File: config.mk
export PLATFORM = sky130hd
export DESIGN_NAME = dzcpu_oam_dma
export DESIGN_NICKNAME = d
export VERILOG_FILES = /design/src/rtl/dzcpu_oam_dma_pkg.sv /design/src/rtl/dzcpu_oam_dma_ctrl.sv /design/src/rtl/dzcpu_oam_dma.sv
export SDC_FILE = /design/constraint.sdc
export NUM_CORES = 1
export LEC_CHECK = 0
export BUFFER_PORTS_ARGS = -buffer_cell sky130_fd_sc_hd__buf_2
export CAP_MARGIN = 30
export CORE_MARGIN = 3
export CORE_UTILIZATION = 44
export CTS_CLUSTER_SIZE = 8
export DETAILED_ROUTE_END_ITERATION = 10
export GPL_ROUTABILITY_DRIVEN = 0
export MAX_ROUTING_LAYER = met4
export PLACE_DENSITY = 0.83
export SLEW_MARGIN = 10
export SYNTH_ARGS = -nofsm -noshare
export SYNTH_HDL_FRONTEND = slang
export SYNTH_SLANG_ARGS = --single-unit
File: constraint.sdc
create_clock -name iClock -period 1.8 [get_ports iClock]
set_clock_uncertainty 0.05 [all_clocks]
set_input_delay 0.18 -clock iClock [delete_from_list [all_inputs] [get_ports iClock]]
set_output_delay 0.18 -clock iClock [all_outputs]
set_load 0.05 [all_outputs]
File: src/rtl/dzcpu_oam_dma_pkg.sv
// Shared constants and state encoding for the dzcpu OAM DMA engine.
package dzcpu_oam_dma_pkg;

  typedef enum logic [1:0] {
    DMA_IDLE = 2'd0,
    DMA_RD   = 2'd1,
    DMA_WR   = 2'd2
  } dma_state_t;

  localparam logic [15:0] DMA_REG_ADDR = 16'hFF46;
  localparam logic [15:0] OAM_BASE     = 16'hFE00;
  localparam logic [15:0] HRAM_BASE    = 16'hFF80;
  localparam int unsigned DMA_LEN      = 160;
  localparam logic [7:0]  DMA_LAST     = 8'(DMA_LEN - 1);

endpackage

File: src/rtl/dzcpu_oam_dma_ctrl.sv
// OAM DMA sequencer: alternating read/write cycles, byte counter, source/destination address generation.
module dzcpu_oam_dma_ctrl
  import dzcpu_oam_dma_pkg::*;
(
  input  logic        clk,
  input  logic        rst_n,
  input  logic        start,
  input  logic [7:0]  src_page,
  input  logic        stall,
  input  logic [7:0]  rd_data,
  output logic        busy,
  output logic [15:0] dma_addr,
  output logic [7:0]  dma_data,
  output logic        dma_we
);

  dma_state_t state, next_state;
  logic [7:0] count;
  logic [7:0] latch;

  always_ff @(posedge clk or negedge rst_n) begin
    if (!rst_n) begin
      state <= DMA_IDLE;
      count <= '0;
      latch <= '0;
    end else begin
      state <= next_state;
      if (start) begin
        count <= '0;
      end else if (!stall && state == DMA_WR) begin
        count <= count + 8'd1;
      end
      if (!start && !stall && state == DMA_RD) begin
        latch <= rd_data;
      end
    end
  end

  // A restart write overrides everything, including the final WR of a transfer.
  always_comb begin
    next_state = state;
    if (start) begin
      next_state = DMA_RD;
    end else if (!stall) begin
      unique case (state)
        DMA_IDLE: next_state = DMA_IDLE;
        DMA_RD:   next_state = DMA_WR;
        DMA_WR:   next_state = (count == DMA_LAST) ? DMA_IDLE : DMA_RD;
        default:  next_state = DMA_IDLE;
      endcase
    end
  end

  always_comb begin
    busy     = 1'b0;
    dma_addr = '0;
    dma_data = latch;
    dma_we   = 1'b0;
    unique case (state)
      DMA_RD: begin
        busy     = 1'b1;
        dma_addr = {src_page, count};
      end
      DMA_WR: begin
        busy     = 1'b1;
        dma_addr = OAM_BASE + {8'h00, count};
        dma_we   = 1'b1;
      end
      default: ;
    endcase
  end

endmodule

File: src/rtl/dzcpu_oam_dma.sv
// OAM DMA block between the dzcpu memory port and the system bus; owns FF46 and arbitrates the bus.
module dzcpu_oam_dma
  import dzcpu_oam_dma_pkg::*;
(
  input  logic        iClock,
  input  logic        iReset,
  input  logic [15:0] iCpuAddr,
  input  logic [7:0]  iCpuData,
  input  logic        iCpuWe,
  output logic [7:0]  oCpuData,
  output logic [15:0] oMemAddr,
  output logic [7:0]  oMemData,
  output logic        oMemWe,
  input  logic [7:0]  iMemData,
  output logic        oDmaBusy
);

  logic [7:0]  dma_reg;
  logic        cpu_is_reg;
  logic        cpu_hram;
  logic        start;
  logic        busy;
  logic        dma_owns;
  logic [15:0] dma_addr;
  logic [7:0]  dma_data;
  logic        dma_we;

  assign cpu_is_reg = (iCpuAddr == DMA_REG_ADDR);
  assign cpu_hram   = (iCpuAddr >= HRAM_BASE);
  assign start      = iCpuWe && cpu_is_reg;
  assign dma_owns   = busy && !cpu_hram;

  always_ff @(posedge iClock or negedge iReset) begin
    if (!iReset) begin
      dma_reg <= '0;
    end else if (start) begin
      dma_reg <= iCpuData;
    end
  end

  // HRAM accesses win the bus; the engine only sees the stall while it is active.
  dzcpu_oam_dma_ctrl u_ctrl (
    .clk      (iClock),
    .rst_n    (iReset),
    .start    (start),
    .src_page (dma_reg),
    .stall    (cpu_hram),
    .rd_data  (iMemData),
    .busy     (busy),
    .dma_addr (dma_addr),
    .dma_data (dma_data),
    .dma_we   (dma_we)
  );

  always_comb begin
    if (dma_owns) begin
      oMemAddr = dma_addr;
      oMemData = dma_data;
      oMemWe   = dma_we;
    end else begin
      oMemAddr = iCpuAddr;
      oMemData = iCpuData;
      oMemWe   = iCpuWe && !cpu_is_reg;
    end
  end

  always_comb begin
    if (cpu_is_reg) begin
      oCpuData = dma_reg;
    end else if (dma_owns) begin
      oCpuData = 8'hFF;
    end else begin
      oCpuData = iMemData;
    end
  end

  assign oDmaBusy = busy;

endmodule

After elaboration in Yosys (flattened, before gate mapping)
Cells that the tools add are included.
{"block": "word_totals", "regBits": 26, "latchBits": 0, "ram_bits": 0, "rom_bits": 0, "input_bits": 35, "wordCells": 37, "n_memories": 0}
{"block": "op_classes", "n_addsub": 2, "multipliers": 0, "div_mod_pow": 0, "n_lt_le_gt_ge": 1, "n_eq_ne": 5, "n_shift": 0, "mux": 14, "bitwise_logic": 0, "n_reduce_logical": 11}
{"op": "$mux 8", "count": 5}
{"op": "$pmux 16 s2", "count": 1}
{"op": "$eq 16x16->1 const B", "count": 1}
{"op": "$ge 16x16->1 const B", "count": 1}
{"op": "$mux 16", "count": 1}
{"op": "$add 10x9->11 const A", "count": 1}
{"op": "$add 8x1->8 const B", "count": 1}
{"op": "$eq 8x8->1 const B", "count": 1}
{"op": "$logic_and 1x1->1", "count": 6}
{"op": "$mux 1", "count": 4}
{"op": "$mux 2", "count": 2}
{"op": "$pmux 2 s2", "count": 1}
{"op": "$logic_not 1->1", "count": 3}
{"op": "$eq 2x1->1 const B", "count": 1}
{"op": "$eq 2x2->1 const B", "count": 1}
{"op": "$ne 2x1->1 const B", "count": 1}
{"op": "$reduce_bool 2->1", "count": 1}
{"op": "$reduce_or 2->1", "count": 1}

Depth between registers and ports, before layout
{"block": "depth", "depth_word": 6, "ltp_mapped": 7}

Cells and area by module
From an unflattened synthesis, not the netlist that was laid out.
{"block": "hier_totals", "cells_unflattened": 231, "hier_area_um2": 1834.3}
{"mod": "dzcpu_oam_dma_ctrl", "n_inst": 1, "cells_each": 96, "area_per_inst_um2": 1011.0}
{"mod": "dzcpu_oam_dma", "n_inst": 1, "cells_each": 135, "area_per_inst_um2": 823.3}

Worst setup path before layout
Ideal clock, no wire load.
{"block": "synth_path", "path_kind": "flip-flop to output port", "startpoint": "register u_ctrl.state[0]", "endpoint": "output port oCpuData[6]", "arrival_ns": 2.560, "slack_ns": -0.990, "stages_incl_launch_ff": 7, "path_buffers": 1, "cell_sequence": "dfrtp_1 > inv_1 > ha_1 > a31oi_1 > clkbuf_1 > nor2_1 > o21ai_0"}
{"block": "synth_via", "elab_chain_cells": 6}
{"item": "start, declared", "line_no": "dzcpu_oam_dma_ctrl.sv:17", "rtl": "dma_state_t state, next_state;"}
{"item": "start signal, assigned", "line_no": "dzcpu_oam_dma_ctrl.sv:27", "rtl": "state <= next_state;"}
{"item": "$eq 2x1->1 / $eq 2x2->1 (equally long branches)", "line_no": "dzcpu_oam_dma_ctrl.sv:59", "rtl": "unique case (state)"}
{"item": "$reduce_or 2->1 (no line) (*)"}
{"item": "$mux 1 (*)", "line_no": "dzcpu_oam_dma_ctrl.sv:59"}
{"item": "$logic_and 1x1->1 (*)", "line_no": "dzcpu_oam_dma.sv:31", "rtl": "assign dma_owns = busy && !cpu_hram;"}
{"item": "$mux 8 (*)", "line_no": "dzcpu_oam_dma.sv:70", "rtl": "end else if (dma_owns) begin"}
{"item": "$mux 8 (*)", "line_no": "dzcpu_oam_dma.sv:68", "rtl": "if (cpu_is_reg) begin"}
{"item": "end, declared", "line_no": "dzcpu_oam_dma.sv:10", "rtl": "output logic [7:0] oCpuData,"}
Every way passes the cells marked *; elsewhere a longest branch is shown, timed or not.

Worst setup path after layout
{"block": "layout_path", "startpoint": "register u_ctrl.state[0]", "endpoint": "output port oMemData[3]"}
{"block": "layout_via", "elab_chain_cells": 5}
{"item": "$eq 2x1->1 / $eq 2x2->1 (equally long branches)", "line_no": "dzcpu_oam_dma_ctrl.sv:59"}
{"item": "$reduce_or 2->1 (no line) (*)"}
{"item": "$mux 1 (*)", "line_no": "dzcpu_oam_dma_ctrl.sv:59"}
{"item": "$logic_and 1x1->1 (*)", "line_no": "dzcpu_oam_dma.sv:31"}
{"item": "$mux 8 (*)", "line_no": "dzcpu_oam_dma.sv:56", "rtl": "if (dma_owns) begin"}
{"item": "end, declared", "line_no": "dzcpu_oam_dma.sv:12", "rtl": "output logic [7:0] oMemData,"}
Marked as above.

==> flow_metrics.tcl <==
set metrics [dict create \
    p_int_uw 1310 \
    grt_usage 0.371 \
    synth_fp_nets 251 \
    violations "setup timing" \
    max_cap_violations 0 \
    ant_nets 0 \
    grt_pass1_wl_um 12200 \
    synth_edf_count 0 \
    setup_viol 43 \
    start_util 0.464 \
    num_vias 2500 \
    switching_share 0.381 \
    viasPerCell 6.81 \
    drc 0 \
    fin_nets 358 \
    drt-wirelength-per-cell_um 29.2 \
    hold_path.class "in2reg" \
    end_kind "primary output" \
    place_ws_ns -0.133 \
    hp-start "iMemData[4]" \
    antenna_found_initial 0 \
    drt-initial-drc-count 334 \
    grt_overflow 0 \
    cp-start-kind "register" \
    num_io_pins 69 \
    coreArea_mm2 0.00372 \
    syn_avg_cell_area_um2 8.09 \
    clock_power_share 0.243 \
    grt_pass1_vias 2322 \
    place_hpwl_um 3980 \
    synthTopCellsByCount "nand2_1 (58), dfrtp_1 (26), o21ai_0 (16)" \
    use_met2 0.603 \
    p_leak_uw 0.00157 \
    outcome "complete, but fails checks" \
    switchingPower_uw 808 \
    timing.fmax_mhz 453 \
    finalMaxSlewViolations 0 \
    clock_sinks 26 \
    grt_max_degree 27 \
    cts_tree "yes" \
    cp_max_fo 5 \
    combPwrFrac 0.334 \
    syn_area_mm2 0.00172 \
    seqPwrFrac 0.423 \
    finalPower_uw 2120 \
    drt-total-wl_um 10700 \
    synth.distinct_cells 36 \
    clockBufferDepth 2 \
    busiest_layer "met2" \
    critical_path_required_ns 1.57 \
    timing.slew.headroom 0.570 \
    grt_use_met1 0.468 \
    yosysMostFrequentCell "nand2_1" \
    rr_startpoint "u_ctrl.state[1]" \
    hold_viol 0 \
    cts_root_buf "clkbuf_8" \
    p_per_area_mw_per_mm2 593 \
    worstMarginPinSlew_ns 0.646 \
    drtPass1Iterations 5 \
    io_buffers 68 \
    fp-row-count 22 \
    fp.dieH_um 68.6 \
    period_share 1.23 \
    vdd_drop_max_v 0.000824 \
    layout_min_cycle_time_ns 2.21 \
    synth_flop_cell "dfrtp_1" \
    die_x_um 68.6 \
    syn_inst 213 \
    die_area_mm2 0.00471 \
    seq_area_frac_synth 0.377 \
    met3_usage 0.0405 \
    insertion_delay_ns 0.29 \
    fin_ws_ns -0.409 \
    synth.largest_area_cell "dfrtp_1" \
    cts_max_level 1 \
    ys_warn_count 0 \
    area_delta_synth_final_pct 107 \
    clk_pin_slew_ns 0.11 \
    synthTopCellsByArea "dfrtp_1 (38%), nand2_1 (13%), mux2_2 (7.8%)" \
    worstPathArrival_ns 1.98 \
    drive_gt1_frac 0.687 \
    rsz0062_at_grt "yes" \
    yosysTopAreaCellShare 0.377 \
    synthArstFlopShare 1.00 \
    setup.worst_path.class "reg2out" \
    crit_path_start "u_ctrl.state[0]" \
    antennaDiodeCount 0 \
    cts_buffers 3 \
    r2r_setup_slack_ns -0.03 \
    ys_seq_elements 26 \
]
[area by class of cell]
| class | instances | area, um2 |
|---|---|---|
| Multi-Input combinational cell | 169 | 1640 |
| Timing Repair Buffer | 115 | 1120 |
| Sequential cell | 26 | 651 |
| Fill cell | 82 | 145 |
| Tap cell | 48 | 60.1 |
| Clock buffer | 3 | 41.3 |
| Clock inverter | 1 | 30.0 |
| Inverter | 5 | 22.5 |
[power by group through the flow]
stage                     logic (uW)  clock network, uW  registers (uW)
after floorplan                  355                  0             795
after global placement           486                  0             813
after detailed placement         498                  0             823
after CTS                        595                489             825
after global routing             736                536             901
final                            708                514             897
[stage by stage]
stage               instances  TNS (ns)  utilization  cell area, um2  hold WS [ns]
detailed placement        346     -3.45        0.720            2680         0.177
finish                    367    -11.78        0.961            3570         0.102
CTS                       366     -6.50        0.912            3390        0.0896
floorplan                 213     -1.65            -            2130        -0.166
global placement          346     -2.32        0.720            2680         0.161
global route              367    -12.95        0.961            3570         0.107
[path summary, 6_finish.rpt]
kind,depth (start not counted),to
hold / removal,2,u_ctrl.dma_data[4]
min in group asynchronous,2,dma_reg[0]
hold reg to reg,1,u_ctrl.dma_data[3]
max in group asynchronous,2,u_ctrl.count[3]
setup / recovery,9,oMemData[3]
setup reg to reg,7,u_ctrl.dma_data[2]
[cell usage in the layout (no fill, tap or decap), types with 2 or more instances in the layout]
cell type and instances:
buf_2 35, nand2_4 34, buf_4 29, dfrtp_1 26, buf_6 23, buf_8 20, nand2_1 16, o21ai_4 12
mux2_2 12, a21oi_1 9, nor2_1 8, nand2_2 7, nand4_1 7, nand3_4 7, nor3_1 6, nor2_4 5
o21ai_2 4, nand3_1 4, buf_12 4, and3_1 3, mux2_1 3, a31oi_1 3, clkbuf_8 3, buf_16 3
and4_1 2, inv_1 2, nand2_8 2, nand3_2 2, inv_2 2, a41oi_1 2, ha_4 2
[worst max-delay path, stage by stage, from the launching register on]
cell        delay [ns]
dfrtp_1           0.43
inv_2             0.08
ha_4              0.31
clkinvlp_4        0.11
o31ai_4           0.08
buf_6             0.21
buf_16            0.15
nand2_2           0.10
nand2_4           0.08
buf_8             0.14
[cell families (layout without fill, tap and decap cells)]
kind of cell    count (synthesis)  after routing  synth area share
simple gates                  113            113             0.316
compound gates                 36             36             0.122
flops                          26             26             0.377
buf+inv                        18            124            0.0508
mux                            16             16             0.107
fa+ha+maj                       3              3            0.0218
xor+xnor                        1              1           0.00508
[per-layer routing]
layer | routed length, um | vias up | part of all wire
li1 | - | 960 | -
met1 | 3650 | 1177 | 0.34
met2 | 4990 | 254 | 0.47
met3 | 1210 | 109 | 0.11
met4 | 868 | 0 | 0.081
met5 | 0 | - | 0
[repair_timing]
| action | CTS | global route |
|---|---|---|
| gates cloned | 5 | 0 |
| resized for setup | 134 | 41 |
| hold endpoints to repair | 26 | 0 |
| buffers inserted | 10 | 2 |
| pin swaps | 12 | 18 |
| hold buffers | 1 | 0 |
| setup endpoints to repair | 41 | 42 |
No activity file was read; power rests on OpenSTA's default activity.
